**src/rtl/pwm_multichannel_if.sv**
```systemverilog
// Control/output bundle for pwm_multichannel.
// Optional PWM_POLARITY_EN adds a live per-channel polarity input.
interface pwm_multichannel_if #(
  parameter int unsigned CHANNELS    = 4,
  parameter int unsigned WIDTH       = 8,
  parameter int unsigned PRESC_WIDTH = 15
);
  logic                            enable;
  logic [PRESC_WIDTH-1:0]          prescale;
  logic [WIDTH-1:0]                period;
  logic                            center_mode;
  logic [CHANNELS*(WIDTH+1)-1:0]   duty;
  logic                            duty_wr;
  logic [CHANNELS-1:0]             pwm_out;
  logic                            period_start;
`ifdef PWM_POLARITY_EN
  logic [CHANNELS-1:0]             polarity;
`endif

  modport master (
`ifdef PWM_POLARITY_EN
    output polarity,
`endif
    output enable, prescale, period, center_mode, duty, duty_wr,
    input  pwm_out, period_start
  );

  modport slave (
`ifdef PWM_POLARITY_EN
    input  polarity,
`endif
    input  enable, prescale, period, center_mode, duty, duty_wr,
    output pwm_out, period_start
  );
endinterface

```
**src/rtl/pwm_multichannel.sv**
```systemverilog
// Multichannel PWM: shared prescaler and period counter, per-channel duty compare, edge or
// center aligned, double-buffered config. Optional macro PWM_POLARITY_EN adds output polarity.
module pwm_multichannel #(
  parameter int unsigned CHANNELS    = 4,
  parameter int unsigned WIDTH       = 8,
  parameter int unsigned PRESC_WIDTH = 15
) (
  input logic               clk,
  input logic               rst_n,
  pwm_multichannel_if.slave bus
);

  localparam int unsigned DW = WIDTH + 1;
  localparam logic DirUp   = 1'b0;
  localparam logic DirDown = 1'b1;

  logic [PRESC_WIDTH-1:0]  presc_cnt_q, presc_cnt_d;
  logic [WIDTH-1:0]        cnt_q, cnt_d;
  logic                    dir_q, dir_d;
  logic [CHANNELS*DW-1:0]  pend_duty_q, pend_duty_d;
  logic [WIDTH-1:0]        pend_period_q, pend_period_d;
  logic                    pend_center_q, pend_center_d;
  logic [CHANNELS*DW-1:0]  act_duty_q, act_duty_d;
  logic [WIDTH-1:0]        act_period_q, act_period_d;
  logic                    act_center_q, act_center_d;
  logic [CHANNELS-1:0]     cmp_q, cmp_d;
  logic                    period_start_q, period_start_d;

  logic             tick;
  logic             boundary;
  logic [WIDTH-1:0] cnt_next;
  logic             dir_next;

  always_comb begin
    presc_cnt_d    = presc_cnt_q;
    cnt_d          = cnt_q;
    dir_d          = dir_q;
    act_duty_d     = act_duty_q;
    act_period_d   = act_period_q;
    act_center_d   = act_center_q;
    cmp_d          = cmp_q;
    period_start_d = 1'b0;
    tick           = 1'b0;
    boundary       = 1'b0;
    cnt_next       = cnt_q;
    dir_next       = dir_q;

    pend_duty_d   = bus.duty_wr ? bus.duty        : pend_duty_q;
    pend_period_d = bus.duty_wr ? bus.period      : pend_period_q;
    pend_center_d = bus.duty_wr ? bus.center_mode : pend_center_q;

    if (!bus.enable) begin
      presc_cnt_d  = '0;
      cnt_d        = '0;
      dir_d        = DirUp;
      cmp_d        = '0;
      act_duty_d   = pend_duty_q;
      act_period_d = pend_period_q;
      act_center_d = pend_center_q;
    end else begin
      // >= so that lowering prescale below the running count still yields a tick
      tick        = (presc_cnt_q >= bus.prescale);
      presc_cnt_d = tick ? '0 : presc_cnt_q + PRESC_WIDTH'(1);

      if (tick) begin
        if (!act_center_q) begin
          cnt_next = (cnt_q >= act_period_q) ? '0 : cnt_q + WIDTH'(1);
          dir_next = DirUp;
        end else if (dir_q == DirUp) begin
          if (cnt_q >= act_period_q) begin
            dir_next = DirDown;
            cnt_next = (act_period_q == '0) ? '0 : act_period_q - WIDTH'(1);
          end else begin
            cnt_next = cnt_q + WIDTH'(1);
          end
        end else begin
          cnt_next = cnt_q - WIDTH'(1);
        end

        boundary = (cnt_next == '0);

        // Compare uses the pre-update count and the duty active during that count
        for (int i = 0; i < CHANNELS; i++) begin
          cmp_d[i] = ({1'b0, cnt_q} < act_duty_q[i*DW +: DW]);
        end

        cnt_d = cnt_next;
        dir_d = dir_next;
        if (boundary) begin
          dir_d        = DirUp;
          act_duty_d   = pend_duty_q;
          act_period_d = pend_period_q;
          act_center_d = pend_center_q;
        end
      end
      period_start_d = tick && boundary;
    end
  end

  always_ff @(posedge clk) begin
    if (!rst_n) begin
      presc_cnt_q    <= '0;
      cnt_q          <= '0;
      dir_q          <= DirUp;
      pend_duty_q    <= '0;
      pend_period_q  <= '0;
      pend_center_q  <= 1'b0;
      act_duty_q     <= '0;
      act_period_q   <= '0;
      act_center_q   <= 1'b0;
      cmp_q          <= '0;
      period_start_q <= 1'b0;
    end else begin
      presc_cnt_q    <= presc_cnt_d;
      cnt_q          <= cnt_d;
      dir_q          <= dir_d;
      pend_duty_q    <= pend_duty_d;
      pend_period_q  <= pend_period_d;
      pend_center_q  <= pend_center_d;
      act_duty_q     <= act_duty_d;
      act_period_q   <= act_period_d;
      act_center_q   <= act_center_d;
      cmp_q          <= cmp_d;
      period_start_q <= period_start_d;
    end
  end

`ifdef PWM_POLARITY_EN
  // Idle compare is 0, so reset/disable present the inactive level
  assign bus.pwm_out = cmp_q ^ bus.polarity;
`else
  assign bus.pwm_out = cmp_q;
`endif
  assign bus.period_start = period_start_q;

endmodule
```
**src/flat_wrapper.sv**
```systemverilog
// flat-port wrapper written by rule: the top's interface ports become plain ports
module pwm_multichannel_flat 
#(
  parameter int unsigned CHANNELS    = 4,
  parameter int unsigned WIDTH       = 8,
  parameter int unsigned PRESC_WIDTH = 15
)
  (clk, rst_n, bus_enable, bus_prescale, bus_period, bus_center_mode, bus_duty, bus_duty_wr, bus_pwm_out, bus_period_start);
  pwm_multichannel_if #(.CHANNELS(CHANNELS), .WIDTH(WIDTH), .PRESC_WIDTH(PRESC_WIDTH)) bus_i ();
  input logic clk;
  input logic rst_n;
  input wire logic [$bits(bus_i.enable)-1:0] bus_enable;
  input wire logic [$bits(bus_i.prescale)-1:0] bus_prescale;
  input wire logic [$bits(bus_i.period)-1:0] bus_period;
  input wire logic [$bits(bus_i.center_mode)-1:0] bus_center_mode;
  input wire logic [$bits(bus_i.duty)-1:0] bus_duty;
  input wire logic [$bits(bus_i.duty_wr)-1:0] bus_duty_wr;
  output wire logic [$bits(bus_i.pwm_out)-1:0] bus_pwm_out;
  output wire logic [$bits(bus_i.period_start)-1:0] bus_period_start;
  assign bus_i.enable = bus_enable;
  assign bus_i.prescale = bus_prescale;
  assign bus_i.period = bus_period;
  assign bus_i.center_mode = bus_center_mode;
  assign bus_i.duty = bus_duty;
  assign bus_i.duty_wr = bus_duty_wr;
  assign bus_pwm_out = bus_i.pwm_out;
  assign bus_period_start = bus_i.period_start;
  pwm_multichannel #(.CHANNELS(CHANNELS), .WIDTH(WIDTH), .PRESC_WIDTH(PRESC_WIDTH)) u_core (.clk(clk), .rst_n(rst_n), .bus(bus_i));
endmodule
```
**config.mk**
```make
export PLATFORM = sky130hd
export DESIGN_NAME = pwm_multichannel_flat
export DESIGN_NICKNAME = d
export VERILOG_FILES = /design/src/rtl/pwm_multichannel_if.sv /design/src/rtl/pwm_multichannel.sv /design/src/flat_wrapper.sv
export SDC_FILE = /design/constraint.sdc
export NUM_CORES = 1
export LEC_CHECK = 0
export BUFFER_PORTS_ARGS = -buffer_cell sky130_fd_sc_hd__buf_2
export CORE_ASPECT_RATIO = 1.75
export CORE_MARGIN = 10
export CORE_UTILIZATION = 40
export DETAILED_ROUTE_END_ITERATION = 6
export PLACE_DENSITY = 0.69
export SLEW_MARGIN = 20
export SYNTH_ARGS = -nofsm -noshare
export SYNTH_HDL_FRONTEND = slang
export SYNTH_SLANG_ARGS = --single-unit
```
**constraint.sdc**
```tcl
create_clock -name clk -period 10.46 [get_ports clk]
set_input_delay 1.569 -clock clk [delete_from_list [all_inputs] [get_ports clk]]
set_output_delay 1.569 -clock clk [all_outputs]
set_load 0.02 [all_outputs]
```
==> impl_metrics.tcl, run 1 <==
set metrics [dict create \
    synthFlopType "dfxtp_1" \
    worst_slew_pin_slew_ns 1.07 \
    grt_pass1_vias 6591 \
    syn_area_mm2 0.00754 \
    gr-total-overflow 0 \
    area_delta_synth_final_pct 12.3 \
    async_flop_share_pct 0 \
    wl_per_cell_um 15.8 \
    antenna_found_initial 0 \
    p_sw_share_pct 27.2 \
    dieArea_mm2 0.0249 \
    htree_levels 4 \
    clk_pin_slew_ns 0.05 \
    cts_root_buf "clkbuf_16" \
    finalInstanceArea_mm2 0.00846 \
    ant_nets 0 \
    tns_ns 0 \
    hold_class "reg2reg" \
    synth-simple-area-share_pct 25.7 \
    p_int_uw 870 \
    yosysTopAreaCellShare_pct 31.6 \
    synth.largest_area_cell "dfxtp_1" \
    drcViolationCount 0 \
    ctsHoldBuffers 0 \
    layout.nets 1053 \
    layout_common_cells "119 x dfxtp_1, 75 x nand2_1, 67 x buf_2" \
    peakVddDrop_v 0.000121 \
    dp_hpwl_um 12200 \
    period_needed_ns 4.53 \
    gp_congestion 0.925 \
    grt_max_degree 107 \
    drv_slew 0 \
    cts_buffers 17 \
    drt-total-wl_um 18700 \
    startpoint_type "flip-flop" \
    num_rows 66 \
    final_common_cell "dfxtp_1" \
    coreArea_mm2 0.0186 \
    yosys-top-cells-area "dfxtp_1 32%, ha_1 9.3%, mux2i_1 6.0%" \
    status "complete, no violations" \
    seq_area_frac_synth_pct 31.6 \
    path_cells "inv_1 -> ha_1 -> nand2b_1 -> a2111oi_2 -> o31a_1 -> mux2_2 -> o21ai_2 -> o2111ai_4 -> buf_4 -> or4_1 -> nand3_1" \
    ys_seq_elements 119 \
    clock_skew_ns 0.00947 \
    die_y_um 202 \
    cp_max_fo 54 \
    p_sw_uw 325 \
    hold_ws_ns 0.482 \
    synth_mux_area_share_pct 6.28 \
    route.vias.total 6797 \
    cts_resized 0 \
    p_seq_share_pct 40.9 \
    dpl_cell_area_mm2 0.00790 \
    drtIter0Drc 477 \
    ff_latch_area_mm2 0.00238 \
    final_hold_viol_count 0 \
    rsz0062_at_grt "false" \
    p_total_uw 1190 \
    utilization_pct 45.5 \
    worstSetupPathType "reg2reg" \
    ys_types 58 \
    period_share_pct 43.3 \
    synthAdderAreaFrac_pct 9.30 \
    synthCells 915 \
    port_buffers 68 \
    cts_max_path_buffers 2 \
    fillers 1873 \
    synth-xor-area-share_pct 2.67 \
    powerDensity_mw_per_mm2 141 \
    cts_tree "done" \
    p_leak_uw 0.00363 \
    clock_latency_ns 0.42 \
    postCtsSetupBuffers 0 \
    crit_path_end_kind "flip-flop" \
    synth_top_family_by_area "simple AND/OR/NAND/NOR gates" \
    setup_viol 0 \
    crit_slowest_cell "dfxtp_1" \
    syn_avg_cell_area_um2 8.24 \
    crit_path_max_incr_delay_ns 0.60 \
    drive_above_1_share_pct 12.4 \
    max-cap-violations 0 \
    crit_required_ns 10.81 \
    slew_headroom_pct 28.9 \
    ys.warnings.count 0 \
    clock.fmax_ghz 0.221 \
    num_io_pins 69 \
    multi_input_area_mm2 0.00459 \
    antenna_cells 0 \
    grt_use_total_pct 15.3 \
    crit_arrival_ns 4.88 \
    start_util_pct 40.6 \
    grt_pass1_wl_um 31700 \
    die_w_um 124 \
    synth_compound_area_share_pct 16.8 \
    p_comb_share_pct 12.5 \
    pwr-share-clk_pct 46.6 \
    cts_sinks 119 \
    drt_first_pass_iters 5 \
    syn-num-nets 1035 \
    synth_edf_count 0 \
    viasPerCell 5.74 \
]
[final timing paths]
check	startpoint	end	slack [ns]	depth (start not counted)
worst max register to register	u_core.cnt_q[0]	u_core.act_duty_q[30]	5.93	11
worst max-delay path	u_core.cnt_q[0]	u_core.act_duty_q[30]	5.93	11
worst min register to register	u_core.presc_cnt_q[0]	u_core.presc_cnt_q[0]	0.48	1
worst min-delay path	u_core.presc_cnt_q[0]	u_core.presc_cnt_q[0]	0.48	1
[synthesized netlist by cell type (all sizes together), types with 3 or more instances]
master    n
dfxtp   119
nand2    75
inv      61
o21ai    61
clkbuf   59
nand3    58
ha       56
and3     52
or4      47
a32oi    46
nor2b    46
mux2i    45
nor2     36
a21oi    17
buf      17
xnor2    15
a21o     14
nand2b   10
nor4      8
xor2      8
a211oi    6
nor3      5
o311a     5
or3       5
nand4     4
o21bai    4
a311oi    3
a31oi     3
nor3b     3
o211ai    3
o21a      3
[sequential cells by signal (all words and copies together) (netlist names)]
register,flops
u_core.bus.pwm_out,4
u_core.cnt_q,8
u_core.dir_q,1
u_core.act_duty_q,36
u_core.act_center_q,1
u_core.pend_period_q,8
u_core.bus.period_start,1
u_core.pend_center_q,1
u_core.pend_duty_q,36
u_core.act_period_q,8
u_core.presc_cnt_q,15
[worst max-delay path: cells and delay by family (launching register included)]
family	cells	cell delay [ns]
mux	1	0.43
compound gates	4	1.65
buf+inv	2	0.66
flops	1	0.60
simple gates	3	0.81
fa+ha+maj	1	0.30
[power groups by stage]
stage,Combinational [uW],Clock (uW),Sequential (uW)
6_report,150,557,488
5_1_grt,170,592,491
4_1_cts,151,570,488
3_5_place_dp,149,0,498
3_3_place_gp,146,0,498
2_1_floorplan,125,0,492
[per-stage QoR]
| stage | worst slack, ns | instances |
|---|---|---|
| floorplan | 6.85 | 915 |
| global placement | 6.00 | 1152 |
| detailed placement | 5.95 | 1152 |
| CTS | 5.99 | 1184 |
| global route | 5.64 | 1184 |
| finish | 5.93 | 1184 |
[layer usage]
| layer | track usage [%] | vias to the layer above | part of all wire (%) | routed length (um) |
|---|---|---|---|---|
| li1 | - | 3357 | - | - |
| met1 | 17.5 | 3205 | 41 | 7610 |
| met2 | 26.1 | 195 | 51 | 9590 |
| met3 | 2.44 | 40 | 4.7 | 876 |
| met4 | 8.06 | 0 | 3.3 | 614 |
| met5 | 0 | - | 0 | 0 |
[final cells by class]
class                   count  area share [%]
multi-input cells         659            54.3
clock inverters            11            1.18
repair buffers             75            4.67
flip-flops and latches    119            28.2
clock buffers              21            5.44
inverters                  61            2.71
well taps                 238            3.52
[cell families after synthesis]
group                    Yosys count
AND/OR/NAND/NOR                  354
AO/OA/AOI/OAI                    179
buffers and inverters            137
flip-flops                       119
adder cells (fa/ha/maj)           56
multiplexers                      47
XOR/XNOR                          23
No activity file was read; power rests on OpenSTA's default activity.
==> run 2: changes to the inputs <==
--- a/config.mk
+++ b/config.mk
@@ -5,12 +5,13 @@
 export SDC_FILE = /design/constraint.sdc
 export NUM_CORES = 1
 export LEC_CHECK = 0
+export ABC_AREA = 1
 export BUFFER_PORTS_ARGS = -buffer_cell sky130_fd_sc_hd__buf_2
 export CORE_ASPECT_RATIO = 1.75
 export CORE_MARGIN = 10
 export CORE_UTILIZATION = 40
 export DETAILED_ROUTE_END_ITERATION = 6
-export PLACE_DENSITY = 0.69
+export PLACE_DENSITY = 0.7
 export SLEW_MARGIN = 20
 export SYNTH_ARGS = -nofsm -noshare
 export SYNTH_HDL_FRONTEND = slang
==> constraint.sdc (replaced) <==
create_clock -name clk -period 4.3 [get_ports clk]
set_input_delay 0.645 -clock clk [delete_from_list [all_inputs] [get_ports clk]]
set_output_delay 0.645 -clock clk [all_outputs]
set_load 0.02 [all_outputs]
==> run 2 against run 1 <==
First-iteration DRC count fell by 42%. Global-route usage shrank 1.2 points. Cell count up 2.0%.
==> impl_metrics.tcl, run 2 <==
set metrics [dict create \
    yosysMostFrequentCell "nor2_1" \
    gr-total-overflow 0 \
    ys_seq_elements 119 \
    clock.fmax_ghz 0.340 \
    htree_levels 4 \
    period_needed_ns 2.94 \
    endpoint "u_core.act_duty_q[30]" \
    synth.largest_area_cell "dfxtp_1" \
    final_hold_viol_count 0 \
    start_util_pct 40.8 \
    p_comb_share_pct 10.9 \
    p_int_uw 2090 \
    drcViolationCount 0 \
    slew_headroom_pct 42.8 \
    clk_pin_slew_ns 0.06 \
    ff2ff_path_depth 17 \
    hold_class "in2reg" \
    layout.nets 1126 \
    tns_ns 0 \
    drt-total-wl_um 14900 \
    peakVddDrop_v 0.000282 \
    drv_slew 0 \
    r2r_slack_ns 1.36 \
    port_buffers 68 \
    pwr-share-clk_pct 47.3 \
    num_io_pins 69 \
    grt_pass1_vias 5737 \
    period_share_pct 68.4 \
    ctsHoldBuffers 0 \
    async_flop_share_pct 0 \
    drt_first_pass_iters 5 \
    antenna_cells 0 \
    p_sw_uw 749 \
    layout_common_cells "190 x nor2_1, 159 x nand2_1, 119 x dfxtp_1" \
    postCtsSetupBuffers 0 \
    antenna_found_initial 0 \
    setup_viol 0 \
    max-cap-violations 0 \
    grt_max_degree 92 \
    hold_ws_ns 0.447 \
    cts_root_buf "clkbuf_16" \
    reg2reg_to "u_core.act_duty_q[30]" \
    ant_nets 0 \
    cts_max_path_buffers 2 \
    crit_arrival_ns 3.25 \
    worst_slew_pin_slew_ns 0.857 \
    cts_buffers 17 \
    cts_resized 0 \
    syn-num-nets 1076 \
    crit_path_end_kind "flip-flop" \
    synthCells 956 \
    cts_sinks 119 \
    gp_congestion 0.957 \
    area_delta_synth_final_pct 15.8 \
    die_w_um 116 \
    p_leak_uw 0.00367 \
    grt_pass1_wl_um 25400 \
    wl_per_cell_um 12.3 \
    min_path_cells 3 \
    cp_max_fo 91 \
    route.vias.total 5986 \
    crit_required_ns 4.61 \
    dp_hpwl_um 10600 \
    syn_avg_cell_area_um2 6.81 \
    powerDensity_mw_per_mm2 377 \
    dieArea_mm2 0.0220 \
    yosysTopAreaCellShare_pct 36.6 \
    clock_latency_ns 0.42 \
    synthTopCellsByCount "190 x nor2_1, 159 x nand2_1, 119 x dfxtp_1" \
    synthFlopType "dfxtp_1" \
    ys_types 37 \
    cts_tree "done" \
    syn_area_mm2 0.00651 \
    p_sw_share_pct 26.3 \
    r2r-start "u_core.cnt_q[0]" \
    yosys-top-cells-area "dfxtp_1 37%, nor2_1 11%, ha_1 11%" \
    num_rows 61 \
    rsz0062_at_grt "false" \
    clock_skew_ns 0.00799 \
    worstSetupPathType "reg2reg" \
    ys.warnings.count 0 \
    synth_edf_count 0 \
    reg_top3 "u_core.act_duty_q x36, u_core.pend_duty_q x36, u_core.presc_cnt_q x15" \
    die_y_um 189 \
    crit_start "u_core.cnt_q[0]" \
    drtIter0Drc 277 \
    final_common_cell "nor2_1" \
    viasPerCell 4.96 \
    coreArea_mm2 0.0160 \
    seq_area_frac_synth_pct 36.6 \
    grt_use_total_pct 14.0 \
    drive_above_1_share_pct 12.4 \
    p_seq_share_pct 41.8 \
    status "complete, no violations" \
    startpoint_type "flip-flop" \
]
[run 2: changes by cell type in the layout (fill, tap and decap cells not counted), sizes merged, moves of 14 or more]
| cell | delta |
|---|---|
| and3 | -52 |
| nand2 | +87 |
| nor2b | -46 |
| mux2i | -45 |
| a32oi | -46 |
| a21oi | +65 |
| inv | +48 |
| or4 | -46 |
| a21o | -14 |
| nor2 | +158 |
[run 2: stage by stage]
step | instances | power, uW | setup WS [ns] | cell area [um^2] | util (%)
after floorplan | 956 | 1440 | 1.90 | 6510 | -
after global placement | 1176 | 1520 | 0.995 | 6970 | 43.7
after detailed placement | 1176 | 1520 | 1.01 | 6970 | 43.7
after CTS | 1208 | 2870 | 1.32 | 7540 | 47.2
after global routing | 1208 | 2980 | 1.02 | 7540 | 47.2
final | 1208 | 2840 | 1.36 | 7540 | 47.2
[run 2: critical path, stage by stage, from the launching register on]
cell and delay, ns:
dfxtp_1 0.58, inv_2 0.14, ha_1 0.30, nand2_1 0.06, nor2_1 0.04, nor2_1 0.08, nand2_1 0.07, nand2_2 0.11
nand2_2 0.13, nand2_1 0.13, nor2_1 0.05, nor2_1 0.19, nand3_1 0.12, nor2_2 0.15, nand3_2 0.11, buf_12 0.25
a21oi_1 0.21, nor2_1 0.06
[run 2: power groups by stage]
stage / Combinational (uW) / Clock, uW / Sequential (uW)
2_1_floorplan: 235 / 0 / 1200
3_3_place_gp: 307 / 0 / 1210
3_5_place_dp: 312 / 0 / 1210
4_1_cts: 315 / 1370 / 1190
5_1_grt: 367 / 1420 / 1190
6_report: 310 / 1340 / 1190
[run 2: worst min path at each step]
stage / start / endpoint / slack (ns)
floorplan: u_core.pend_duty_q[0] / u_core.act_duty_q[0] / 0.45
global placement: u_core.pend_duty_q[21] / u_core.act_duty_q[21] / 0.45
detailed placement: u_core.pend_duty_q[24] / u_core.act_duty_q[24] / 0.46
CTS: bus_duty[5] / u_core.pend_duty_q[5] / 0.44
global route: bus_duty[25] / u_core.pend_duty_q[25] / 0.44
finish: bus_duty[35] / u_core.pend_duty_q[35] / 0.45
[run 2: final cells by class]
type / instances / area, um^2
multi-input cells: 685 / 3540
well taps: 189 / 236
clock buffers: 18 / 439
flip-flops and latches: 119 / 2380
fillers: 1648 / 8420
inverters: 107 / 402
clock inverters: 14 / 126
repair buffers: 76 / 413
[run 2: cell families after synthesis]
group,after synthesis,synth area share (%)
simple gates,455,29.0
compound gates,166,13.6
buf+inv,152,9.04
flops,119,36.6
fa+ha+maj,56,10.8
xor+xnor,8,1.08
[run 2: routing by layer]
metal,part of all wire [%],vias up,track usage [%]
li1,-,3204,-
met1,43,2658,16.0
met2,51,104,24.0
met3,3.4,20,3.02
met4,2.3,0,6.43
met5,0,-,0
